==> src/rtl/mem_access_unit.sv <==
// mem_access_unit: MEM-stage load/store controller with lane steering, load extension and busywait timeout
module mem_access_unit #(
  parameter int MAX_WAIT = 255
) (
  input  logic        CLK,
  input  logic        RESET,
  input  logic        MEM_READ_EN,
  input  logic        MEM_WRITE_EN,
  input  logic [2:0]  FUNC3,
  input  logic [31:0] ADDR,
  input  logic [31:0] WRITE_DATA,
  output logic        DMEM_READ,
  output logic        DMEM_WRITE,
  output logic [31:0] DMEM_ADDR,
  output logic [31:0] DMEM_WRITEDATA,
  output logic [3:0]  DMEM_BYTEEN,
  input  logic [31:0] DMEM_READDATA,
  input  logic        DMEM_BUSYWAIT,
  output logic        MEM_BUSYWAIT,
  output logic [31:0] LOAD_DATA,
  output logic        MISALIGNED,
  output logic        MEM_ERROR
);
  typedef enum logic [1:0] {IDLE, ACCESS, DONE} state_t;
  state_t      state;
  logic [2:0]  f3;
  logic [1:0]  off;
  logic [31:0] cnt;
  logic        req, is_byte, is_half, is_word, start, timeout;
  logic [7:0]  lb;
  logic [15:0] lh;
  logic [31:0] ext, wdata;
  logic [3:0]  ben;
  assign req          = MEM_READ_EN | MEM_WRITE_EN;
  assign is_byte      = FUNC3[1:0] == 2'b00;
  assign is_half      = FUNC3[1:0] == 2'b01;
  assign is_word      = !is_byte && !is_half;
  assign MISALIGNED   = req && ((is_half && ADDR[0]) || (is_word && ADDR[1:0] != 2'b00));
  assign start        = state == IDLE && req && !MISALIGNED;
  assign MEM_BUSYWAIT = start || state == ACCESS;
  assign timeout      = MAX_WAIT != 0 && cnt + 32'd1 == 32'(MAX_WAIT);
  // Extraction uses the offset/size captured at issue, not the live inputs
  always_comb begin
    lb    = DMEM_READDATA[{off, 3'b000} +: 8];
    lh    = off[1] ? DMEM_READDATA[31:16] : DMEM_READDATA[15:0];
    ext   = f3[1:0] == 2'b00 ? {{24{lb[7] & !f3[2]}}, lb} :
            f3[1:0] == 2'b01 ? {{16{lh[15] & !f3[2]}}, lh} : DMEM_READDATA;
    wdata = is_byte ? {4{WRITE_DATA[7:0]}} : is_half ? {2{WRITE_DATA[15:0]}} : WRITE_DATA;
    ben   = (!MEM_WRITE_EN || is_word) ? 4'b1111 :
            is_byte ? 4'b0001 << ADDR[1:0] : ADDR[1] ? 4'b1100 : 4'b0011;
  end
  always_ff @(posedge CLK) begin
    if (RESET) begin
      state          <= IDLE;
      DMEM_READ      <= 1'b0;
      DMEM_WRITE     <= 1'b0;
      DMEM_ADDR      <= '0;
      DMEM_WRITEDATA <= '0;
      DMEM_BYTEEN    <= '0;
      LOAD_DATA      <= '0;
      MEM_ERROR      <= 1'b0;
      cnt            <= '0;
      f3             <= '0;
      off            <= '0;
    end else begin
      case (state)
        IDLE: if (start) begin
          DMEM_READ      <= !MEM_WRITE_EN;
          DMEM_WRITE     <= MEM_WRITE_EN;
          DMEM_ADDR      <= {ADDR[31:2], 2'b00};
          DMEM_WRITEDATA <= wdata;
          DMEM_BYTEEN    <= ben;
          f3             <= FUNC3;
          off            <= ADDR[1:0];
          cnt            <= '0;
          state          <= ACCESS;
        end
        ACCESS: if (!DMEM_BUSYWAIT) begin
          if (DMEM_READ) LOAD_DATA <= ext;
          DMEM_READ  <= 1'b0;
          DMEM_WRITE <= 1'b0;
          state      <= DONE;
        end else if (timeout) begin
          DMEM_READ  <= 1'b0;
          DMEM_WRITE <= 1'b0;
          LOAD_DATA  <= '0;
          MEM_ERROR  <= 1'b1;
          state      <= DONE;
        end else begin
          cnt <= cnt + 32'd1;
        end
        DONE: begin
          MEM_ERROR <= 1'b0;
          cnt       <= '0;
          state     <= IDLE;
        end
        default: state <= IDLE;
      endcase
    end
  end
endmodule

==> config.mk <==
export PLATFORM = sky130hd
export DESIGN_NAME = mem_access_unit
export DESIGN_NICKNAME = d
export VERILOG_FILES = /design/src/rtl/mem_access_unit.sv
export SDC_FILE = /design/constraint.sdc
export NUM_CORES = 1
export LEC_CHECK = 0
export CORE_MARGIN = 5
export CORE_UTILIZATION = 45
export CTS_BUF_LIST = sky130_fd_sc_hd__clkbuf_4
export CTS_CLUSTER_SIZE = 14
export DETAILED_ROUTE_END_ITERATION = 7
export PLACE_DENSITY = 0.79
export SLEW_MARGIN = 25
export SYNTH_ARGS = -nofsm -noshare
export SYNTH_HDL_FRONTEND = slang
export SYNTH_SLANG_ARGS = --single-unit
==> constraint.sdc <==
create_clock -name CLK -period 3 [get_ports CLK]
set_input_delay 0.3 -clock CLK [delete_from_list [all_inputs] [get_ports CLK]]
set_output_delay 0.3 -clock CLK [all_outputs]
set_load 0.05 [all_outputs]
==> results of run 1 <==
[sequential cells by signal, summed over array words and instances (netlist names)]
register and cells:
MEM_ERROR 1, LOAD_DATA 32, f3 3, DMEM_WRITEDATA 32, DMEM_BYTEEN 4, off 2
DMEM_READ 1, DMEM_WRITE 1, state 2, cnt 32, DMEM_ADDR 30
[stage by stage]
stage / setup slack (ns) / power [W] / utilization, % / cell area [sq um] / setup TNS [ns]
2_1_floorplan: 0.0397 / 0.00268 / - / 7410 / 0
3_3_place_gp: 0.128 / 0.00313 / 60.5 / 9890 / 0
3_5_place_dp: 0.0156 / 0.00314 / 60.5 / 9890 / 0
4_1_cts: 0.0241 / 0.00449 / 62.4 / 10200 / 0
5_1_grt: -0.0266 / 0.00466 / 63.8 / 10400 / -0.100
6_report: 0.0821 / 0.00447 / 63.8 / 10400 / 0
[worst reg2reg max path, cell delays in order (launching register included)]
cell	delay (ns)
dfxtp_2	0.36
buf_4	0.15
nand4_4	0.14
nor4_4	0.35
mux2i_1	0.30
nand4_1	0.18
nor4_4	0.29
buf_4	0.19
nand4_4	0.12
a21oi_4	0.23
buf_12	0.19
mux2_2	0.34
[synth_stat cells (4+ instances only)]
library cell  count  share of area, %
dfxtp_1         140                38
nor3_1           11              0.74
inv_1            10              0.51
a21oi_1          65               4.4
nor4_1            5              0.42
mux2i_1          47               6.3
nor2_1           49               2.5
buf_1             4              0.20
nand2b_1          4              0.34
o211ai_1         17               1.7
buf_4             6              0.61
mux4_2            7               2.1
nor2b_1          14               1.2
o31ai_1          16               1.6
o311ai_0          8              0.95
nand4_1          13               1.1
a31oi_1          14               1.2
and4_1            5              0.59
nand3_1          38               2.6
or4_1             4              0.41
and3_1            6              0.51
or3_1             6              0.51
a311oi_1         10               1.2
mux2_2            4              0.61
a211oi_1         11               1.1
or2_2             6              0.51
nand2_1         217                11
clkbuf_1         55               2.8
buf_2            10              0.68
xnor2_1           9               1.1
mux2_4            6               1.2
o21ai_0          61               4.1
o21ai_1           4              0.27
[logic make-up after synthesis]
group,Yosys count,share of synthesized area (%)
adders and majority gates,2,0.338
xor gates and xnor gates,9,1.06
DFF,140,37.8
and+or+nand+nor,397,25.3
other,1,0.0506
muxes,64,10.3
AOI/OAI and AO/OA,231,19.9
buffers and inverters,88,5.29
[per-layer routing]
metal / wire (um) / track usage [%] / up-vias
li1: - / - / 3769
met2: 12100 / 42.6 / 376
met3: 2430 / 8.77 / 49
met4: 546 / 6.14 / 0
met5: 0 / 0 / -
met1: 9970 / 30.0 / 3624
[power by group through the flow]
stage | clock (W) | sequential (W) | combinational [W]
after global placement | 0 | 0.00204 | 0.00109
final | 0.00137 | 0.00200 | 0.00111
after CTS | 0.00139 | 0.00200 | 0.00111
after global routing | 0.00147 | 0.00201 | 0.00118
after detailed placement | 0 | 0.00204 | 0.00110
after floorplan | 0 | 0.00230 | 0.000382
[cell type report]
cell class | instances | area [sq um]
diodes | 2 | 5.00
well taps | 220 | 275
flip-flops and latches | 140 | 2830
multi-input cells | 705 | 4290
repair buffers | 277 | 2680
fillers | 1397 | 5920
clock buffers | 17 | 128
inverters | 10 | 37.5
clock inverters | 14 | 184
[what timing repair did]
item,in CTS,in global routing
setup buffers,0,10
cloned,0,2
pin swaps,0,12
endpoints found under the setup margin,2,51
gates resized for setup,1,29
[worst paths after layout]
check / startpoint / end / slack (ns) / depth (start not counted)
hold / removal: RESET / MEM_ERROR$_SDFFE_PP0P_ / 0.22 / 2
setup / recovery: cnt[1]$_SDFFE_PP0P_ / LOAD_DATA[8]$_SDFFE_PP0P_ / 0.08 / 11
hold reg to reg: DMEM_ADDR[9]$_SDFFE_PP0P_ / DMEM_ADDR[9]$_SDFFE_PP0P_ / 0.46 / 2
setup reg to reg: cnt[1]$_SDFFE_PP0P_ / LOAD_DATA[8]$_SDFFE_PP0P_ / 0.08 / 11
==> flow_summary_export.csv, run 1 <==
group,metric,value,unit
die,die-area,19100,sq um
drt,avgRoutedWirePerCell,18.1,um
cts,cts_buffer_depth,2,
die,core_area,16300,sq um
timing,fmax,343,MHz
yosys,yosysUniqueCellTypes,69,
placement,place_congestion,0.936,
cts,cts_tree,"done",
drt,drc,2,
global_route,grt_pass1_vias,7412,
global_route,grt_pass1_wl,39200,um
timing,fin_skew,0.0307,ns
timing,tightest_slew,0.885,ns
yosys,synthCells,932,
cts,cts.sinks,140,
power_and_ir_drop,power.share.combinational,24.8,%
setup_path,cp.arrival,3.37,ns
yosys,yosys_warnings,0,
min_path,hold_path_class,"in -> reg",
cts,cts_buffers,17,
drt,vias_per_cell,5.64,
setup_path,crit_type,"reg -> reg",
layout,nets,1257,
placement,place_inst,1340,
power_and_ir_drop,switching_share,33.9,%
power_and_ir_drop,p_leak,3.69,nW
cts,cts.hold.buffers_added,0,
setup_path,worstPathCellList,"buf_4 -> nand4_4 -> nor4_4 -> mux2i_1 -> nand4_1 -> nor4_4 -> buf_4 -> nand4_4 -> a21oi_4 -> buf_12 -> mux2_2",
cts,clkTransAtPathRegs,0.13,ns
yosys,synth-edff-count,0,
global_route,grt_usage,24.9,%
timing,drv_slew,0,
setup_path,cpLargestDelayFamily,"simple AND/OR/NAND/NOR gates",
global_route,grt_overflow_total,0,
timing,final.period_utilization,97.3,%
setup_path,start_kind,"flop",
setup_path,endpoint_kind,"flop",
yosys,synthFlopType,"dfxtp_1",
drt,drt_first_pass_iters,8,
power_and_ir_drop,power_frac_seq,44.6,%
layout,final_cells,1385,
setup_path,critical_path.max_stage_delay,0.36,ns
cts,cts_root_buffer,"clkbuf_4",
timing,hold_slack,0.219,ns
power_and_ir_drop,power_density,429,nW/um^2
layout,drive_above_1_share,14.0,%
power_and_ir_drop,p_sw,0.00152,W
yosys,syn_area_per_cell,7.95,sq um
yosys,yosysSeqAreaShare,37.8,%
run_status,violations,"DRC",
die,start_util,45.3,%
setup_path,worst-path-buf-inv,3,
drt,detail-route-antenna-nets,0,
drt,drt_iter0_drc,706,
die,ios,209,
timing,period_minus_slack,2.92,ns
global_route,grt_start_max_net_pins,55,
layout,layout.cells.most_common_list,"nand2_1, clkdlybuf4s50_1, dfxtp_1",
cts,ctsHtreeMaxLevel,4,
drt,num_vias,7818,
timing,setup_viol,0,
layout,final_common_cell,"nand2_1",
timing,hold_viol,0,
yosys,ys_seq_elements,140,
power_and_ir_drop,pwr-share-clk,30.6,%
power_and_ir_drop,p_int,0.00296,W
layout,area_growth,40.8,%
cts,worstSkewPairLatency,0.56,ns
die,die_w,138,um
setup_path,path_max_fanout,8,
die,die_h,138,um
global_route,antenna_found_initial,1,
yosys,synth_area,7410,sq um
placement,port_buffers,206,
die,rows,47,
placement,dpl.hpwl,18400,um
yosys,async_flop_share,0,%
drt,routed_wl,25000,um
setup_path,slowest_stage,"dfxtp_2",
timing,slew_headroom,40.9,%
flow_run,max-cap-violations,0,
run_status,status,"finished, violations left",
setup_path,required,3.45,ns
power_and_ir_drop,ir_drop,0.000440,V
Note: power is estimated with default switching activity, not from simulation.
==> run 2, diff against run 1 <==
CTS_BUF_LIST = sky130_fd_sc_hd__clkbuf_2 sky130_fd_sc_hd__clkbuf_4 sky130_fd_sc_hd__clkbuf_8   (was sky130_fd_sc_hd__clkbuf_4)
==> flow_summary_export.csv, run 2 (same netlist as run 1, synthesis figures left out) <==
group,metric,value,unit
cts,cts_tree,"done",
power_and_ir_drop,power_density,454,nW/um^2
die,start_util,45.3,%
setup_path,worst-path-buf-inv,4,
global_route,grt_pass1_wl,39700,um
placement,place_congestion,0.936,
global_route,use_met1,29.9,%
global_route,grt_usage,25.2,%
layout,drive_above_1_share,13.8,%
setup_path,cpLargestDelayFamily,"simple AND/OR/NAND/NOR gates",
die,die_h,138,um
timing,tightest_slew,0.903,ns
setup_path,required,3.35,ns
layout,fillers,1381,
cts,clkTransAtPathRegs,0.08,ns
die,ios,209,
timing,fin_skew,0.0186,ns
cts,cts.hold.buffers_added,0,
setup_path,slowest_stage,"nor4_4",
placement,port_buffers,206,
timing,drv_slew,0,
timing,slew_headroom,39.7,%
layout,register_area,2810,sq um
setup_path,worstPathCellList,"buf_4 -> nand4_4 -> nor4_4 -> buf_4 -> and4_1 -> a21oi_1 -> nor4_4 -> buf_4 -> nand4_4 -> a21oi_4 -> buf_12 -> mux2_2",
layout,multiInputGateArea,4300,sq um
drt,num_vias,7883,
cts,cts_buffer_depth,2,
setup_path,crit_type,"reg -> reg",
flow_run,max-cap-violations,0,
timing,fmax,337,MHz
cts,cts_buffers,17,
run_status,status,"complete, no violations",
die,die-area,19100,sq um
setup_path,path_max_fanout,8,
layout,nets,1258,
setup_path,cp.arrival,3.31,ns
global_route,grt_start_max_net_pins,55,
die,rows,47,
cts,ctsHtreeMaxLevel,4,
drt,drt_first_pass_iters,6,
die,core_area,16300,sq um
drt,drt_iter0_drc,660,
drt,drc,0,
setup_path,endpoint_kind,"flop",
placement,preCtsSetupSlack,0.0156,ns
global_route,grt_pass1_vias,7468,
power_and_ir_drop,ir_drop,0.000496,V
timing,hold_viol,0,
global_route,antenna_found_initial,1,
drt,vias_per_cell,5.69,
layout,final_util,64.5,%
setup_path,worst_path_most_repeated_cell,"buf_4",
layout,final_common_cell,"nand2_1",
timing,final.period_utilization,98.9,%
layout,biggestRegsByFlops,"DMEM_WRITEDATA (32), LOAD_DATA (32), cnt (32)",
power_and_ir_drop,p_leak,3.74,nW
drt,avgRoutedWirePerCell,18.2,um
timing,period_minus_slack,2.97,ns
cts,cts_root_buffer,"clkbuf_8",
cts,worstSkewPairLatency,0.46,ns
timing,setup_ws,0.0327,ns
setup_path,critical_path.max_stage_delay,0.37,ns
cts,cts.sinks,140,
die,die_w,138,um
placement,dpl.hpwl,18400,um
global_route,grt_util_met2,43.1,%
min_path,hold_path_class,"in -> reg",
layout,layout.cells.most_common_list,"nand2_1, clkdlybuf4s50_1, dfxtp_1",
global_route,busiest_layer,"met2",
drt,routed_wl,25200,um
global_route,grt_overflow_total,0,
global_route,met3_usage,8.94,%
layout,area_growth,42.4,%
drt,detail-route-antenna-nets,0,
setup_path,start_kind,"flop",
timing,hold_slack,0.316,ns
timing,setup_viol,0,
==> run 2: cell count changes in the layout (fill, tap and decap cells not counted), moves of 4 or more <==
cell	delta
clkbuf_4	-17
clkbuf_8	+18
dfxtp_1	+4
dfxtp_4	-4
==> run 2: cell type report <==
type | count | share of cell area (%)
Antenna cell | 1 | 0.0237
Clock buffer | 18 | 2.35
Clock inverter | 13 | 1.71
Inverter | 10 | 0.356
Multi-Input combinational cell | 705 | 40.8
Sequential cell | 140 | 26.7
Tap cell | 220 | 2.61
Timing Repair Buffer | 278 | 25.5
==> run 2: worst paths after layout <==
kind	to	cells past startpoint	startpoint	slack, ns
worst max register to register	LOAD_DATA[8]$_SDFFE_PP0P_	12	cnt[0]$_SDFFE_PP0P_	0.03
worst min register to register	DMEM_WRITEDATA[0]$_SDFFE_PP0P_	2	DMEM_WRITEDATA[0]$_SDFFE_PP0P_	0.46
worst min-delay path	MEM_ERROR$_SDFFE_PP0P_	2	RESET	0.32
worst max-delay path	LOAD_DATA[8]$_SDFFE_PP0P_	12	cnt[0]$_SDFFE_PP0P_	0.03
==> run 2: power breakdown <==
group	internal (W)	total [W]	leakage, nW	switching, W
clock	0.000864	0.00168	0.211	0.000814
sequential	0.00194	0.00200	1.14	0.0000549
combinational	0.000421	0.00111	2.39	0.000693
==> run 2: what timing repair did <==
item                       CTS  global route
gates resized for setup      1            22
setup endpoints to repair    2            44
buffers inserted             0            11
pin swaps                    0            12
cloned                       0             2
==> run 2: through the flow <==
stage | power [W] | cells | area [sq um] | setup TNS (ns)
floorplan | 0.00268 | 933 | 7410 | 0
global placement | 0.00313 | 1340 | 9890 | 0
detailed placement | 0.00314 | 1340 | 9890 | 0
CTS | 0.00481 | 1371 | 10300 | 0
global route | 0.00498 | 1385 | 10500 | -0.811
finish | 0.00479 | 1385 | 10500 | 0
==> run 2: worst reg2reg max path, cell delays in order (launching register included) <==
cell and delay, ns:
dfxtp_2 0.36, buf_4 0.15, nand4_4 0.15, nor4_4 0.37, buf_4 0.18, and4_1 0.19, a21oi_1 0.12, nor4_4 0.29
buf_4 0.18, nand4_4 0.12, a21oi_4 0.23, buf_12 0.19, mux2_2 0.34
==> run 2: per-layer routing <==
metal | share of wire, % | vias up
li1 | - | 3766
met1 | 40 | 3711
met2 | 49 | 361
met3 | 9.6 | 45
met4 | 2.0 | 0
met5 | 0 | -
==> run 3, diff against run 2 <==
CORE_UTILIZATION = 35   (was 45)
PLACE_DENSITY = 0.67   (was 0.79)
==> flow_summary_export.csv, run 3 (same netlist as run 1, synthesis figures left out) <==
group,metric,value,unit
placement,place_congestion,0.899,
cts,cts_tree,"done",
power_and_ir_drop,power_frac_seq,42.7,%
timing,fmax,338,MHz
timing,fin_skew,0.0146,ns
layout,multiInputGateArea,4330,sq um
run_status,status,"complete, no violations",
cts,clkTransAtPathRegs,0.09,ns
power_and_ir_drop,p_sw,0.00162,W
cts,cts_buffers,17,
global_route,grt_usage,20.7,%
cts,ctsHtreeMaxLevel,4,
timing,setup_viol,0,
min_path,hold_path_class,"in -> reg",
power_and_ir_drop,pwr-share-clk,33.1,%
setup_path,start_kind,"flop",
layout,final_cells,1443,
die,die_h,156,um
drt,avgRoutedWirePerCell,18.1,um
layout,biggestRegsByFlops,"DMEM_WRITEDATA (32), LOAD_DATA (32), cnt (32)",
power_and_ir_drop,p_int,0.00305,W
setup_path,cp.arrival,3.30,ns
die,start_util,35.4,%
drt,drt_first_pass_iters,5,
timing,tightest_slew,0.873,ns
layout,final_common_cell,"nand2_1",
setup_path,endpoint_kind,"flop",
placement,place_area,9990,sq um
timing,drv_slew,0,
layout,nets,1262,
power_and_ir_drop,p_leak,3.74,nW
die,ios,209,
setup_path,r2r_cells,9,
global_route,antenna_found_initial,0,
cts,worstSkewPairLatency,0.46,ns
setup_path,crit_type,"reg -> reg",
die,rows,53,
layout,area_growth,43.7,%
timing,period_minus_slack,2.96,ns
placement,place_inst,1400,
layout,drive_above_1_share,15.0,%
power_and_ir_drop,ir_drop,0.000392,V
cts,cts_buffer_depth,2,
cts,cts_root_buffer,"clkbuf_8",
timing,final.period_utilization,98.7,%
timing,slew_headroom,41.7,%
global_route,grt_start_max_net_pins,61,
drt,drc,0,
cts,cts.sinks,140,
layout,layout.cells.most_common_list,"nand2_1, clkdlybuf4s50_1, dfxtp_1",
layout,fin_area,10600,sq um
global_route,grt_pass1_wl,40200,um
placement,dpl.hpwl,19100,um
global_route,grt_overflow_total,0,
power_and_ir_drop,switching_share,34.7,%
drt,routed_wl,26100,um
timing,grt_setup_unrepaired,"yes",
global_route,grt_pass1_vias,7312,
placement,port_buffers,206,
drt,detail-route-antenna-nets,0,
setup_path,path_max_fanout,8,
timing,hold_viol,0,
die,die_w,156,um
drt,num_vias,7747,
cts,cts.hold.buffers_added,0,
layout,register_area,2830,sq um
layout,diodes,0,
die,die-area,24200,sq um
power_and_ir_drop,power.share.combinational,24.2,%
drt,vias_per_cell,5.37,
drt,drt_iter0_drc,614,
flow_run,max-cap-violations,0,
layout,fillers,2005,
timing,hold_slack,0.291,ns
die,core_area,21000,sq um
power_and_ir_drop,power_density,439,nW/um^2
setup_path,required,3.34,ns
min_path,worstHoldPathCells,2,
-- run 3: changes by cell type in the layout (fill, tap and decap cells not counted), sizes merged --
| cell | before | now |
|---|---|---|
| diode | 1 | 0 |
| buf | 73 | 77 |
| clkinvlp | 2 | 4 |
| clkinv | 2 | 3 |
| bufinv | 3 | 1 |
| clkbuf | 20 | 19 |
-- run 3: repair_timing --
action,4_1_cts,5_1_grt
endpoints found under the hold margin,0,0
setup buffers,0,10
pin swaps,0,11
gates resized for setup,2,34
setup endpoints to repair,2,49
cloned,0,2
-- run 3: area by class of cell --
class	count	share of cell area (%)
Timing Repair Buffer	282	25.6
Multi-Input combinational cell	705	40.6
Clock buffer	17	2.20
Clock inverter	14	1.45
Tap cell	275	3.23
Sequential cell	140	26.5
Inverter	10	0.353
-- run 3: final timing paths --
kind,from,to,slack [ns]
worst min register to register,DMEM_ADDR[20]$_SDFFE_PP0P_,DMEM_ADDR[20]$_SDFFE_PP0P_,0.46
worst max register to register,cnt[10]$_SDFFE_PP0P_,LOAD_DATA[8]$_SDFFE_PP0P_,0.04
worst max-delay path,cnt[10]$_SDFFE_PP0P_,LOAD_DATA[8]$_SDFFE_PP0P_,0.04
worst min-delay path,RESET,MEM_ERROR$_SDFFE_PP0P_,0.29
-- run 3: per-stage QoR --
step | utilization, % | power [W] | TNS, ns | setup WS (ns)
global route | 50.8 | 0.00488 | -2.30 | -0.0975
floorplan | - | 0.00268 | 0 | 0.0397
detailed placement | 47.7 | 0.00316 | -0.00952 | -0.00952
CTS | 49.6 | 0.00471 | 0 | 0.0154
finish | 50.8 | 0.00467 | 0 | 0.0402
global placement | 47.7 | 0.00316 | 0 | 0.0198
-- run 3: layer usage --
metal	global-route usage, %	vias to the layer above	wire [um]
li1	-	3778	-
met1	25.5	3656	10800
met2	33.5	272	12300
met3	7.84	41	2280
met4	6.59	0	679
met5	0	-	0
-- run 3: power by group through the flow --
stage / sequential (W) / clock [W] / combinational (W)
6_report: 0.00200 / 0.00155 / 0.00113
3_3_place_gp: 0.00204 / 0 / 0.00112
2_1_floorplan: 0.00230 / 0 / 0.000382
4_1_cts: 0.00200 / 0.00158 / 0.00113
3_5_place_dp: 0.00204 / 0 / 0.00112
5_1_grt: 0.00201 / 0.00167 / 0.00120
-- run 3: critical path, cell delays in order, from the launching register on --
cell and delay (ns):
dfxtp_1 0.39, nand4_1 0.23, nor4_4 0.41, mux2i_1 0.31, nand4_1 0.18, nor4_4 0.42, nand4_4 0.16, a21oi_4 0.23
buf_12 0.18, mux2_2 0.34
